## src/rtl/text_cell_fetcher8x8.sv

```systemverilog
`default_nettype none
// ---------------------------------------------------------------------------
// text_cell_fetcher8x8 : fetches 8x8 text cells from text RAM, maps palette
//                        indices to colors and streams pixels to the blender.
// Revision: 1.0
// ---------------------------------------------------------------------------
module text_cell_fetcher8x8 #(
  parameter int COLS   = 80,
  parameter int ADDR_W = 12
) (
  input  logic              i_clk,
  input  logic              i_rst,
  input  logic              i_line_start,
  input  logic [9:0]        i_line,
  input  logic [ADDR_W-1:0] i_base_addr,
  input  logic              i_pixel_en,
  output logic [ADDR_W-1:0] o_ram_addr,
  output logic              o_ram_rd,
  input  logic [15:0]       i_ram_data,
  input  logic              i_pal_we,
  input  logic [3:0]        i_pal_idx,
  input  logic [11:0]       i_pal_color,
  output logic [7:0]        o_char,
  output logic [2:0]        o_row,
  output logic [2:0]        o_column,
  output logic [11:0]       o_fg_color,
  output logic [11:0]       o_bg_color,
  output logic              o_valid,
  output logic              o_line_done
);

  typedef enum logic [2:0] {
    ST_IDLE     = 3'd0,
    ST_PREFETCH = 3'd1,
    ST_WAIT     = 3'd2,
    ST_ACTIVE   = 3'd3,
    ST_DONE     = 3'd4
  } state_t;

  localparam logic [7:0] c_last_cell = 8'(COLS - 1);

  state_t            r_state;
  state_t            w_state_nxt;
  logic              w_pix;
  logic              w_wrap;
  logic              w_last;
  logic              w_more;
  logic [8:0]        w_fetch_idx;
  logic [ADDR_W-1:0] w_line_addr;

  logic [ADDR_W-1:0] r_line_addr;
  logic [2:0]        r_row;
  logic [7:0]        r_cell_idx;
  logic [2:0]        r_col;
  logic [15:0]       r_cur;
  logic [15:0]       r_next;
  logic              r_next_valid;
  logic              r_rd_d;
  logic [11:0]       r_pal [16];

  logic [ADDR_W-1:0] r_ram_addr;
  logic              r_ram_rd;
  logic [7:0]        r_char;
  logic [2:0]        r_row_o;
  logic [2:0]        r_col_o;
  logic [11:0]       r_fg;
  logic [11:0]       r_bg;
  logic              r_valid;
  logic              r_line_done;

  assign w_line_addr = i_base_addr + ADDR_W'(i_line[9:3]) * ADDR_W'(COLS);

  // Cell to prefetch when a new cell becomes current: cell 1 on the initial
  // load, otherwise the one after the cell being promoted from r_next.
  assign w_fetch_idx = (r_state == ST_WAIT) ? 9'd1 : ({1'b0, r_cell_idx} + 9'd2);
  assign w_more      = (32'(w_fetch_idx) < 32'(COLS));

  always_comb begin
    w_state_nxt = r_state;
    w_pix       = 1'b0;
    w_wrap      = 1'b0;
    w_last      = 1'b0;
    if (i_line_start) begin
      w_state_nxt = ST_PREFETCH;
    end else begin
      case (r_state)
        ST_PREFETCH: w_state_nxt = ST_WAIT;
        ST_WAIT:     w_state_nxt = ST_ACTIVE;
        ST_ACTIVE: begin
          if (i_pixel_en) begin
            w_pix  = 1'b1;
            w_wrap = (r_col == 3'd7);
            w_last = w_wrap && (r_cell_idx == c_last_cell);
            if (w_last) w_state_nxt = ST_DONE;
          end
        end
        default: w_state_nxt = r_state;
      endcase
    end
  end

  always_ff @(posedge i_clk) begin
    if (i_rst) r_state <= ST_IDLE;
    else       r_state <= w_state_nxt;
  end

  always_ff @(posedge i_clk) begin
    if (i_rst) begin
      r_line_addr  <= '0;
      r_row        <= '0;
      r_cell_idx   <= '0;
      r_col        <= '0;
      r_cur        <= '0;
      r_next       <= '0;
      r_next_valid <= 1'b0;
      r_rd_d       <= 1'b0;
      r_ram_addr   <= '0;
      r_ram_rd     <= 1'b0;
      r_char       <= '0;
      r_row_o      <= '0;
      r_col_o      <= '0;
      r_fg         <= '0;
      r_bg         <= '0;
      r_valid      <= 1'b0;
      r_line_done  <= 1'b0;
      for (int i = 0; i < 16; i++) r_pal[i] <= {3{4'(i)}};
    end else begin
      r_ram_rd    <= 1'b0;
      r_rd_d      <= r_ram_rd;
      r_valid     <= w_pix;
      r_line_done <= w_last;

      // Lookups below read the pre-write entry, so a same-cycle write
      // only affects pixels from the following cycle on.
      if (i_pal_we) r_pal[i_pal_idx] <= i_pal_color;

      if (w_pix) begin
        r_char  <= r_cur[7:0];
        r_row_o <= r_row;
        r_col_o <= r_col;
        r_fg    <= r_pal[r_cur[11:8]];
        r_bg    <= r_pal[r_cur[15:12]];
      end

      if (i_line_start) begin
        r_line_addr  <= w_line_addr;
        r_row        <= i_line[2:0];
        r_cell_idx   <= '0;
        r_col        <= '0;
        r_next_valid <= 1'b0;
        r_ram_rd     <= 1'b1;
        r_ram_addr   <= w_line_addr;
      end else begin
        case (r_state)
          ST_WAIT: begin
            r_cur <= i_ram_data;
            if (w_more) begin
              r_ram_rd   <= 1'b1;
              r_ram_addr <= r_line_addr + ADDR_W'(w_fetch_idx);
            end
          end
          ST_ACTIVE: begin
            if (r_rd_d) begin
              r_next       <= i_ram_data;
              r_next_valid <= 1'b1;
            end
            if (w_pix) begin
              r_col <= r_col + 3'd1;
              if (w_wrap && !w_last) begin
                r_cell_idx   <= r_cell_idx + 8'd1;
                r_cur        <= r_next;
                r_next_valid <= 1'b0;
                if (w_more) begin
                  r_ram_rd   <= 1'b1;
                  r_ram_addr <= r_line_addr + ADDR_W'(w_fetch_idx);
                end
              end
            end
          end
          default: begin
          end
        endcase
      end
    end
  end

  assign o_ram_addr  = r_ram_addr;
  assign o_ram_rd    = r_ram_rd;
  assign o_char      = r_char;
  assign o_row       = r_row_o;
  assign o_column    = r_col_o;
  assign o_fg_color  = r_fg;
  assign o_bg_color  = r_bg;
  assign o_valid     = r_valid;
  assign o_line_done = r_line_done;

endmodule
`default_nettype wire
```

## config.mk

```make
export PLATFORM = sky130hd
export DESIGN_NAME = text_cell_fetcher8x8
export DESIGN_NICKNAME = d
export VERILOG_FILES = /design/src/rtl/text_cell_fetcher8x8.sv
export SDC_FILE = /design/constraint.sdc
export NUM_CORES = 1
export LEC_CHECK = 0
export ABC_AREA = 1
export CAP_MARGIN = 20
export CORE_MARGIN = 2
export CORE_UTILIZATION = 46
export DETAILED_ROUTE_END_ITERATION = 6
export MAX_ROUTING_LAYER = met4
export PLACE_DENSITY = 0.67
export SKIP_CTS_REPAIR_TIMING = 1
export SYNTH_ARGS = -nofsm -noshare
export SYNTH_HDL_FRONTEND = slang
export SYNTH_SLANG_ARGS = --single-unit
```

## constraint.sdc

```tcl
create_clock -name i_clk -period 2.55 [get_ports i_clk]
set_clock_uncertainty 0.05 [all_clocks]
set_input_delay 0.51 -clock i_clk [delete_from_list [all_inputs] [get_ports i_clk]]
set_output_delay 0.51 -clock i_clk [all_outputs]
set_load 0.02 [all_outputs]
```

### After elaboration in Yosys (flattened, before gate mapping)

Memory sizes are Yosys's and may differ from the RTL's. A register that Yosys moved wholly into a read port is not among the register bits.
Index checks and enable logic that the tools add are counted.

* order comparisons: 1
* $add $sub $neg: 5
* multipliers: 1
* equal/unequal tests: 13
* multiplexer cells: 35
* bitwise gates (word level): 1
* reductions and logical operators: 16

Operator list (count)
* $mux W12: 5
* $mux W16: 2
* $pmux W16 S2: 1
* $pmux W12 S2: 1
* $mux W1: 20
* $reduce_and A3 Y1: 5
* $add A12 B12 Y12: 1
* $add A12 B9 Y12: 1
* $ne A3 B3 Y1 const B: 4
* $reduce_or A12 Y1: 1
* $add A8 B2 Y9 const B: 1
* $lt A9 B7 Y1 const B: 1
* $mux W9: 1
* $pmux W3 S3: 1
* $add A8 B1 Y8 const B: 1
* $eq A8 B7 Y1 const B: 1
* $mul A7 B3 Y8 const B: 1
* $ne A2 B2 Y1 const B: 4
* $eq A3 B2 Y1 const B: 2
* $mux W3: 2
* $reduce_bool A3 Y1: 2
* $mux W4: 1
* $reduce_and A4 Y1: 1
* $reduce_bool A4 Y1: 1
* other kinds (10): 11

* memories kept: 1
* bits in writable memories: 192
* flip-flop bits (word level): 91

Memories
* r_pal: depth 16, bits a word 12, read ports 2, clocked after memory_dff 2, wr ports 16, line 59 `logic [11:0] r_pal [16];`

### Depth between registers and ports, before layout

Gate-level depths: netlist (run 1).

* depth after elaboration: 11
* mapped depth: 18

### Worst setup path before layout (run 1)

Ideal clock, no wire load.

* path type: input port to flip-flop
* from: input i_line[4]
* to: register r_ram_addr[10], in the netlist o_ram_addr[10]
* arrival: 2.556 ns
* cell stages on the path: 13
* setup slack: -0.168 ns
* cells stage by stage: ha_1 -> ha_1 -> fa_1 -> xor2_1 -> ha_1 -> nand2_1 -> inv_1 -> nand4_1 -> nand3_1 -> o21ai_0 -> nand2_1 -> nor2_1 -> nor2_1

* cells in the longest elaborated chain, start to end: 3

Ends and longest elaborated chain
* start, declared: line 14 `input logic [9:0] i_line,`
* $mul A7 B3 Y8: line 71 `assign w_line_addr = i_base_addr + ADDR_W'(i_line[9:3]) * ADDR_W'(COLS);`
* $add A12 B12 Y12: line 71
* $mux W12: line 145 `if (i_line_start) begin`
* end signal, assigned: line 152 `r_ram_addr <= w_line_addr;`
* end signal, assigned: line 159 `r_ram_addr <= r_line_addr + ADDR_W'(w_fetch_idx);`
* end signal, assigned: line 175 `r_ram_addr <= r_line_addr + ADDR_W'(w_fetch_idx);`
* end, declared: line 61 `logic [ADDR_W-1:0] r_ram_addr;`

Every way passes these cells.
A chain may end at the register's enable or synchronous reset.

### Worst setup path in the final report (run 1)

* from: input i_line[9]
* to: register r_ram_addr[11], in the netlist o_ram_addr[11]

The elaborated chain is that of the path after synthesis.

==> impl_metrics.ini, run 1 <==
[worst_setup_path]
end_kind = flop
reg2reg_depth = 14
crit_required_ns = 2.92
cp_max_fo = 3
critPathKind = input pin to flop
start_kind = input pin
cp-startpoint = i_line[9]
rr_startpoint = r_state[1]$_SDFFE_PP0P_
r2r_slack_ns = 0.21
r2r-end = o_ram_addr[4]$_SDFFE_PP0P_
cp.arrival_ns = 2.78

[clock_tree]
cts_buffer_depth = 3
cts_tree = built
cts_root_buf = clkbuf_16
clk_pin_slew_ns = 0.06
clk_latency_ns = 0.53
clock_sinks = 307
numCtsBuffers = 35
htree_levels = 2

[layout]
final_nets = 2242
diodes = 0
stdcell_area_um2 = 19690
area_delta_synth_final_pct = 21.44
layout.core_utilization_pct = 56.85
drive_above_1_share_pct = 11.63

[worst_hold_path]
hp-start = o_row[2]$_SDFFE_PP0P_
hold_end = o_row[2]$_SDFFE_PP0P_
hold_class = flop to flop
holdPathStages = 2

[grt]
grt_first_pass_wirelength_um = 76400
busiest_layer = met2
met2_usage_pct = 43.22
gr-total-overflow = 0
grt_pass1_vias = 13900
antenna_found_initial = 0
grt.total_usage_pct = 27.87
grt_max_degree = 98
met3_usage_pct = 4.001
grt_use_met1_pct = 36.19

[floorplan]
dieArea_um2 = 36760
num_rows = 68
core_region_area_um2 = 34630
initial_core_util_pct = 46.81
die_h_um = 191.7
die_w_um = 191.7
io-pin-count = 112

[routing]
drc_errors = 0
wl_um = 50070
post_drt_wl_per_cell_um = 19.03
dr.pass1.iters = 6
drtIter0Drc = 1533
viasPerCell = 5.594
via_count = 14720
antenna_left = 0

[placement]
dpl_cell_area_um2 = 18480
place.port_buffers = 111
hpwl_um = 34670
place_ws_ns = -0.6269
gp_congestion = 0.9081

[yosys]
synthDistinctLibCells = 42
post-synth-top-count-cell = nand2_1
synth.avg_cell_area_um2 = 8.126
synth_nets = 2086
yosysSeqAreaShare_pct = 49.77
ys.warnings.count = 0
postSynthCellCount = 1995
synth_area_um2 = 16210
synth-seq-cells = 307
synth_area_leader_cell = edfxtp_1
synth-edff-count = 192
synth_ff_type = edfxtp_1
synth.top_cells.by_count = nand2_1, inv_1, nor2_1, nand3_1, edfxtp_1
async_flop_share_pct = 0
yosys.area.top_type_share_pct = 35.57
yosys-top-cells-area = edfxtp_1, dfxtp_1, nand2_1

[sta]
post-route-period-util_pct = 94.35
slew_violations = 0
tightest_slew_ns = 0.5605
layout_setup_ws_ns = 0.1441
hold_violations = 0
fmax_mhz = 415.6
relSlewSlack_pct = 62.59
final.min_clock_period_ns = 2.406
setup_viol = 0

[power_and_ir_drop]
power_density_nw_per_um2 = 603.2
irDropWorstVdd_v = 0.0004149
power.leakage_nw = 7.813

[run]
drv_cap = 0

[status]
status = finished, final reports clean
flip-flops by register name, indices dropped and copies added (netlist names), 8 cells and up:
signal       cells
r_next          16
o_bg_color      12
o_ram_addr      12
r_line_addr     12
o_char           8
r_cur           16
r_cell_idx       8
o_fg_color      12
r_pal          192
where the power goes:
part	total [mW]	switching, mW	leakage, nW	internal (mW)
Clock	4.76	2.02	0.521	2.74
Combinational	1.48	0.901	4.47	0.582
Sequential	5.64	0.127	2.82	5.51
Total	11.9	3.05	7.81	8.83
placed cells by master, fill, tap and decap left out, types with 8 or more instances in the layout:
cell type,count
clkbuf_1,11
buf_4,130
clkbuf_16,36
nand2_2,9
a21oi_1,152
nor2_1,208
dfxtp_1,109
o211ai_1,120
nand3_1,205
nor2_2,12
inv_1,217
ha_1,19
o21ai_0,172
buf_12,10
nand2_1,356
nand3b_1,11
clkdlybuf4s50_1,105
edfxtp_1,192
clkinv_1,8
kinds of logic (layout without fill, tap and decap cells):
| group | after synthesis | in the layout | share of synthesized area [%] |
|---|---|---|---|
| simple gates | 830 | 830 | 22.12 |
| buf+inv | 358 | 539 | 8.961 |
| fa+ha+maj | 32 | 32 | 2.609 |
| xor+xnor | 2 | 2 | 0.1081 |
| compound gates | 466 | 466 | 16.43 |
| flops | 307 | 307 | 49.77 |
area by class of cell:
class	count	area [um2]
repair buffers	251	2295
multi-input cells	1330	6830
clock inverters	14	107.6
inverters	226	848.3
flip-flops and latches	307	8080
well taps	455	569.3
fillers	3104	14940
clock buffers	48	955.9
layer usage:
layer | wire length, um | share of wire (%)
met1 | 20710 | 41
met2 | 23190 | 46
met3 | 3789 | 7.6
met4 | 2388 | 4.8
met5 | 0 | 0
worst max path at each step:
stage                                              to  slack [ns]
final                     o_ram_addr[11]$_SDFFE_PP0P_        0.14
after global placement    o_ram_addr[11]$_SDFFE_PP0P_       -0.59
after global routing       o_ram_addr[6]$_SDFFE_PP0P_       -0.01
after CTS                 o_ram_addr[10]$_SDFFE_PP0P_        -0.1
after detailed placement  o_ram_addr[11]$_SDFFE_PP0P_       -0.63
after floorplan           o_ram_addr[10]$_SDFFE_PP0P_     -0.0002
stage by stage:
step / instances / total power, mW / hold slack [ns] / TNS (ns)
after floorplan: 1995 / 6.540 / 0.3846 / -0.0001918
after global placement: 2566 / 7.129 / 0.3962 / -4.199
after detailed placement: 2566 / 7.161 / 0.4070 / -4.624
after CTS: 2628 / 11.88 / 0.4160 / -0.2873
after global routing: 2631 / 12.30 / 0.4264 / -0.02387
final: 2631 / 11.88 / 0.4162 / 0
worst max-delay path, cell delays in order:
cell	delay, ns
clkdlybuf4s50_1	0.41
ha_1	0.32
ha_4	0.26
xor2_1	0.16
ha_1	0.34
a21o_1	0.17
nor2_1	0.13
nand2_2	0.08
inv_1	0.06
nand2_1	0.06
nand3_2	0.07
nand2_1	0.06
nor2_1	0.10
nor2_1	0.05
Note: power is estimated with default switching activity, not from simulation.
==> run 2: changes to the inputs <==
- GPL_TIMING_DRIVEN: not set -> 0
- PLACE_DENSITY: 0.67 -> not set
- REMOVE_ABC_BUFFERS: not set -> 1
- clock period: 2.55 -> 2.8 ns (I/O delays scaled with it)
==> run 2 against run 1 <==
Net effect:
- the run now ends with negative setup slack left
- core utilization is 0.70 points lower
- global-route usage is 2.6 points lower
- combinational power is 18% lower
- setup slack worse by 0.16 ns
- sequential share of layout area is 0.53 points higher
- cell count is 3.6% lower
- clock power is 3% higher
- power is 5.4% lower
- die area stayed put
- via count is 4.7% lower
==> impl_metrics.ini, run 2 (synthesis gave the netlist of run 1 again) <==
[status]
status = complete, but fails checks
violations = negative setup slack

[sta]
fmax_mhz = 355.4
slew_violations = 0
final.min_clock_period_ns = 2.814
post-route-period-util_pct = 100.5
setup_viol = 12
tightest_slew_ns = 0.9906
rsz0062_at_grt = true
layout_setup_ws_ns = -0.01380
hold_violations = 0
relSlewSlack_pct = 33.96

[grt]
antenna_found_initial = 1
grt_max_degree = 99
grt.total_usage_pct = 25.31
grt_pass1_vias = 13300
gr-total-overflow = 0
grt_first_pass_wirelength_um = 70850

[layout]
fill_cells = 3101
regMostFlops = r_pal
area_delta_synth_final_pct = 19.94
layout_commonest_cell = nand2_1
final_cells = 2536
final_nets = 2143
final_cell_mix = nand2_1, inv_1, nand3_1
stdcell_area_um2 = 19440
drive_above_1_share_pct = 8.942
layout.core_utilization_pct = 56.15
largest_register_ffs = 192
reg_top3 = r_pal x192, r_cur x16, r_next x16

[routing]
via_count = 14030
drtIter0Drc = 1275
post_drt_wl_per_cell_um = 18.15
drc_errors = 0
dr.pass1.iters = 6
viasPerCell = 5.533
wl_um = 46030
antenna_left = 0

[floorplan]
initial_core_util_pct = 46.81
die_w_um = 191.7
dieArea_um2 = 36760
die_h_um = 191.7
core_region_area_um2 = 34630
io-pin-count = 112
num_rows = 68

[clock_tree]
cts_buffer_depth = 3
cts_tree = built
clk_latency_ns = 0.52
numCtsBuffers = 37
clk_pin_slew_ns = 0.06
clock_sinks = 307
cts_root_buf = clkbuf_16
htree_levels = 2

[placement]
hpwl_um = 29930
dpl_cell_area_um2 = 17590
dp.cells = 2441
place_ws_ns = -2.273
place.port_buffers = 111
gp_congestion = 0.9025

[worst_setup_path]
rr_startpoint = r_state[2]$_SDFFE_PP0P_
crit_required_ns = 2.95
cp_max_fo = 43
end_kind = flop
cp.arrival_ns = 2.97
start_kind = input pin
critPathKind = input pin to flop
cp-startpoint = i_rst

[power_and_ir_drop]
irDropWorstVdd_v = 0.0004106
power_density_nw_per_um2 = 578.1
power.leakage_nw = 7.505
p_seq_share_pct = 45.8
comb_power_share_pct = 10.8
p_sw_mw = 2.806
clkPwrFrac_pct = 43.4
p_int_mw = 8.433
switching_share_pct = 24.97

[worst_hold_path]
hp-start = o_ram_rd$_SDFF_PP0_
hold_class = flop to flop

[run]
drv_cap = 0
==> run 2: final cells by class <==
class	instances	area [um2]	area share (%)
tap	455	569.3	2.928
clock buffer	48	1028	5.290
inverter	226	882.1	4.537
antenna	1	2.502	0.01287
timing repair inverter	1	8.758	0.04505
clock inverter	19	201.4	1.036
sequential	307	8084	41.58
timing repair buffer	148	1642	8.443
multi-input combinational	1331	7024	36.13
==> run 2: path summary, 6_finish.rpt <==
kind                                     end  slack (ns)  cells after the start
hold reg to reg            r_rd_d$_SDFF_PP0_        0.38                      2
hold / removal             r_rd_d$_SDFF_PP0_        0.38                      2
setup reg to reg  o_ram_addr[6]$_SDFFE_PP0P_        0.27                     14
setup / recovery   r_pal[6][1]$_SDFFCE_PN1P_       -0.01                      9
==> run 2: critical path: stages <==
cell and delay, ns:
dlymetal6s2s_1 0.29, bufinv_16 0.37, buf_16 0.29, nand2_1 0.17, inv_1 0.18, nand2_1 0.31, nor2_4 0.27, inv_1 0.21
nand2_4 0.26
==> run 2: power groups by stage <==
stage	Sequential, mW	Combinational, mW	Clock, mW
2_1_floorplan	5.26	0.643	0
6_report	5.15	1.21	4.88
3_5_place_dp	5.24	1.12	0
5_1_grt	5.17	1.35	5.13
4_1_cts	5.15	1.12	4.95
3_3_place_gp	5.29	1.04	0
==> run 2: per-layer routing <==
metal	vias up	global-route usage (%)	wire length, um
li1	6890	-	-
met1	6594	33.18	20430
met3	76	3.581	3004
met2	471	40.63	21440
met4	0	8.047	1155
met5	-	-	0
==> run 2: per-stage QoR <==
stage          total power, mW  setup TNS, ns  hold WS (ns)
2_1_floorplan            5.903         -33.30        0.3825
4_1_cts                  11.22        -411.77        0.3801
3_5_place_dp             6.359        -652.45        0.3808
5_1_grt                  11.64         -2.215        0.3905
3_3_place_gp             6.333       -1034.78        0.3853
6_report                 11.24        -0.1325        0.3839
